File: config.mk
export PLATFORM = sky130hd
export DESIGN_NAME = cache_refill_collector
export DESIGN_NICKNAME = d
export VERILOG_FILES = /design/src/rtl/cache_refill_collector.sv
export SDC_FILE = /design/constraint.sdc
export NUM_CORES = 1
export LEC_CHECK = 0
export BUFFER_PORTS_ARGS = -buffer_cell sky130_fd_sc_hd__buf_2
export CAP_MARGIN = 20
export CELL_PAD_IN_SITES_DETAIL_PLACEMENT = 0
export CELL_PAD_IN_SITES_GLOBAL_PLACEMENT = 1
export CORE_MARGIN = 2
export CORE_UTILIZATION = 45
export CTS_BUF_LIST = sky130_fd_sc_hd__clkbuf_16
export DETAILED_ROUTE_END_ITERATION = 12
export PLACE_DENSITY_LB_ADDON = 0.05
export RECOVER_POWER = 25
export SETUP_SLACK_MARGIN = 0.5
export SLEW_MARGIN = 15
export SYNTH_ARGS = -nofsm -noshare
export SYNTH_HDL_FRONTEND = slang
export SYNTH_SLANG_ARGS = --single-unit
File: constraint.sdc
create_clock -name clk -period 4.2 [get_ports clk]
set_input_delay 0.42 -clock clk [delete_from_list [all_inputs] [get_ports clk]]
set_output_delay 0.42 -clock clk [all_outputs]
set_load 0.005 [all_outputs]
File: src/rtl/cache_refill_collector.sv
// Collects BEATS bus beats for one refill request and issues them as a single full-line write.
// Optional beat_last_i checking is enabled by defining REFILL_LAST_CHECK_EN.
module cache_refill_collector #(
  parameter int unsigned BEAT_WIDTH = 64,
  parameter int unsigned BEATS      = 4,
  parameter int unsigned IDX_WIDTH  = 6
) (
  input  logic                        clk,
  input  logic                        rstn,
  input  logic                        req_valid_i,
  input  logic [IDX_WIDTH-1:0]        req_idx_i,
  output logic                        req_ready_o,
  input  logic                        beat_valid_i,
  input  logic [BEAT_WIDTH-1:0]       beat_data_i,
  input  logic                        beat_last_i,
  output logic                        beat_ready_o,
  output logic                        wr_en_o,
  output logic [IDX_WIDTH-1:0]        wr_idx_o,
  output logic [BEAT_WIDTH*BEATS-1:0] wr_data_o,
  input  logic                        wr_ready_i,
  output logic                        busy_o,
  output logic                        err_o
);

  localparam int unsigned CntWidth = $clog2(BEATS);
  localparam logic [CntWidth-1:0] LastCnt = CntWidth'(BEATS - 1);

  typedef enum logic [1:0] {StIdle, StCollect, StWrite} state_e;

  state_e                               state_q, state_d;
  logic [CntWidth-1:0]                  cnt_q, cnt_d;
  logic [IDX_WIDTH-1:0]                 idx_q, idx_d;
  logic [BEATS-1:0][BEAT_WIDTH-1:0]     line_q, line_d;
  logic                                 err_q, err_d;

`ifndef REFILL_LAST_CHECK_EN
  logic unused_beat_last;
  assign unused_beat_last = beat_last_i;
`endif

  always_ff @(posedge clk or negedge rstn) begin
    if (!rstn) begin
      state_q <= StIdle;
      cnt_q   <= '0;
      idx_q   <= '0;
      line_q  <= '0;
      err_q   <= 1'b0;
    end else begin
      state_q <= state_d;
      cnt_q   <= cnt_d;
      idx_q   <= idx_d;
      line_q  <= line_d;
      err_q   <= err_d;
    end
  end

  always_comb begin
    state_d      = state_q;
    cnt_d        = cnt_q;
    idx_d        = idx_q;
    line_d       = line_q;
    err_d        = 1'b0;
    req_ready_o  = 1'b0;
    beat_ready_o = 1'b0;
    wr_en_o      = 1'b0;
    wr_idx_o     = '0;
    wr_data_o    = '0;

    case (state_q)
      StIdle: begin
        req_ready_o = 1'b1;
        if (req_valid_i) begin
          idx_d   = req_idx_i;
          cnt_d   = '0;
          state_d = StCollect;
        end
      end
      StCollect: begin
        beat_ready_o = 1'b1;
        if (beat_valid_i) begin
          line_d[cnt_q] = beat_data_i;
          cnt_d         = cnt_q + CntWidth'(1);
`ifdef REFILL_LAST_CHECK_EN
          // A misplaced or missing last marker drops the whole line.
          if (beat_last_i != (cnt_q == LastCnt)) begin
            err_d   = 1'b1;
            state_d = StIdle;
          end else if (cnt_q == LastCnt) begin
            state_d = StWrite;
          end
`else
          if (cnt_q == LastCnt) begin
            state_d = StWrite;
          end
`endif
        end
      end
      StWrite: begin
        wr_en_o   = 1'b1;
        wr_idx_o  = idx_q;
        wr_data_o = line_q;
        if (wr_ready_i) begin
          state_d = StIdle;
        end
      end
      default: state_d = StIdle;
    endcase
  end

  assign busy_o = (state_q != StIdle);

`ifdef REFILL_LAST_CHECK_EN
  assign err_o = err_q;
`else
  assign err_o = 1'b0;
`endif

endmodule

==> flow_summary.ini <==
[timing]
report.final.setup_viol = 0
skew_ns = 0.0114
worst_pin_slew_ns = 3.01
drv_slew = 117
maxSlewHeadroom = -1.01
rsz0062_at_grt = no
fmax_mhz = 316
tns_ns = 0
period_share = 0.754
hold_viol_final = 0
fin_crit_ns = 3.17
holdWs_ns = 0.0681

[synth]
synth_top_family_by_area = multiplexers
async_reset_ff_frac = 1.00
synthSimpleGateAreaFrac = 0.144
syn_nets = 958
synth_xor_area_frac = 0
synth_ff_type = dfrtp_1
synth_cell_types = 26
ys_ff_latch = 266
synth.area.top_cells = dfrtp_1 (55%), mux2_2 (18%), and2_1 (14%)
syn_area_sq_um = 12200
synth_warnings = 0
post-synth-top-area-cell = dfrtp_1
synth_compound_area_frac = 0.00247
syn_inst = 878
muxShareOfSynthArea = 0.261
syn_area_per_cell_sq_um = 13.8
synth_fa_ha_area_frac = 0.00412
synth_edf_count = 0
yosysTopAreaCellShare = 0.548
yosysSeqAreaShare = 0.548

[drt]
drtAntennaViolNets = 0
drt-wirelength-per-cell_um = 18.6
drc = 0
drt-vias-per-instance = 4.92
first_pass_iters = 4
wl_um = 29200
drt_iter0_markers = 352
via_count = 7718

[finish]
nFillCells = 2339
utilization = 0.554
drive_gt1_frac = 0.527
area_delta_synth_final_pct = 22.0
nNetsFinal = 1284

[worst_setup_path]
critical_path_required_ns = 3.78
rr_endpoint = line_q[52]
arrival_ns = 2.75
r2r_start = cnt_q[0]
path_max_fanout = 87
startpoint_type = flop
critPathKind = reg -> out
r2r_setup_slack_ns = 1.53
reg2regPathDepth = 6
cp-end-kind = output port

[cts]
clock_latency_ns = 0.54
cts-root-buf = clkbuf_16
clock-sinks = 266
clkTransAtPathRegs_ns = 0.06
postCtsSetupRepairBufs = 0
postCtsResizedCells = 0
htree_levels = 1
numCtsBuffers = 29
cts_tree = yes
holdBufCountCts = 0
cts_buffer_depth = 3

[power]
pwr_density_cell_nw_per_um2 = 631
ir_worst_vdd_uv = 355
finalPower_mw = 9.36
p_leak_nw = 7.80

[flow_run]
maxCapViolCount = 1

[min_path]
hp-class = in -> reg
min_path_cells = 2
hold_end = state_q[1]
min_from = wr_ready_i

[place]
hpwl_um = 19000
io_buffers = 340
gp_congestion = 0.779

[grt]
antenna_found_initial = 3
overflow = 0
grt_usage = 0.205
grt_pass1_wl_um = 46100
met2_usage = 0.327
use_met1 = 0.274
grt_max_degree = 118
top_usage_layer = met2
grt_pass1_vias = 7931
met3_usage = 0.0637

[floorplan]
die_h_um = 168
rows = 60
pin_count = 343
die_area_sq_um = 28300
core-area_sq_um = 26700
die_w_um = 168
start_util = 0.455

[status]
outcome = finished with violations
violations = capacitance limit, slew limit
## cells by family (layout without fill, tap and decap cells)
family,after synthesis,in the layout
adder cells (fa/ha/maj),4,4
other,1,3
buffers and inverters,65,412
multiplexers,262,262
AND/OR/NAND/NOR,276,276
flip-flops,266,266
AO/OA/AOI/OAI,4,4
## final cells by class
cell class              count  area, sq um  share of cell area
diodes                      2         5.00            0.000338
clock buffers              29          726              0.0490
clock inverters            23          119             0.00802
inverters                   4         17.5             0.00118
multi-input cells         547         5020               0.339
flip-flops and latches    266         6660               0.449
well taps                 341          427              0.0288
repair buffers            356         1840               0.124
## worst max-delay path, stage by stage, from the launching register on
cell	delay, ns
dfrtp_1	0.55
nand2b_1	0.28
inv_4	0.51
buf_4	0.52
and2_1	0.21
buf_2	0.11
## Yosys cell counts (2+ instances only)
cell type	number
and2_1	263
buf_2	7
buf_4	3
buf_6	18
buf_8	6
clkbuf_1	17
clkbuf_2	10
dfrtp_1	266
ha_1	4
inv_1	4
mux2_1	11
mux2_2	191
mux2_4	60
nand3b_1	2
nand4b_1	4
o211ai_1	2
## power by group
part | total [mW] | switching [mW] | internal (mW)
clock network | 2.31 | 1.01 | 1.30
logic | 2.60 | 0.933 | 1.67
registers | 4.45 | 0.571 | 3.88
## cell usage in the layout, fill, tap and decap left out
cell,count
clkinv_2,5
diode_2,2
clkinv_1,10
nand3b_1,2
mux2_4,60
conb_1,1
nor2_1,1
dfrtp_1,266
nor2b_1,1
bufinv_16,1
clkbuf_2,2
mux2_2,191
nand4b_4,1
or4bb_1,1
nand4b_1,4
mux2_1,11
inv_4,1
o211ai_1,2
nand2b_1,1
inv_1,10
o21ba_2,1
buf_2,339
ha_1,4
nand3_1,1
clkbuf_16,29
buf_12,2
nor3b_2,1
o21ai_0,1
buf_4,13
and2_1,263
## sequential cells by signal (all words and copies together), names as in the netlist
register,count
idx_q,6
line_q,256
cnt_q,2
state_q,2
## metal layers
layer	routed length, um	vias to the layer above
met3	2270	44
met4	772	2
met1	12600	3874
met5	7	-
li1	-	3575
met2	13500	223
## how the worst max path moves through the flow
stage | slack [ns] | start | end
after floorplan | 2.54 | state_q[0] | wr_data_o[100]
after global placement | 1.49 | state_q[0] | wr_data_o[14]
after detailed placement | 1.46 | cnt_q[0] | line_q[58]
after CTS | 0.91 | state_q[0] | wr_data_o[6]
after global routing | 0.79 | state_q[0] | wr_data_o[69]
final | 1.03 | state_q[0] | wr_data_o[6]
## per-stage QoR
step           setup WS [ns]  cell area (sq um)  std cells
2_1_floorplan           2.54              12200        878
3_3_place_gp            1.49              14000       1514
3_5_place_dp            1.46              14000       1514
4_1_cts                0.914              14800       1566
5_1_grt                0.789              14800       1567
6_report                1.03              14800       1568
Power figures use the tool's default switching activity.
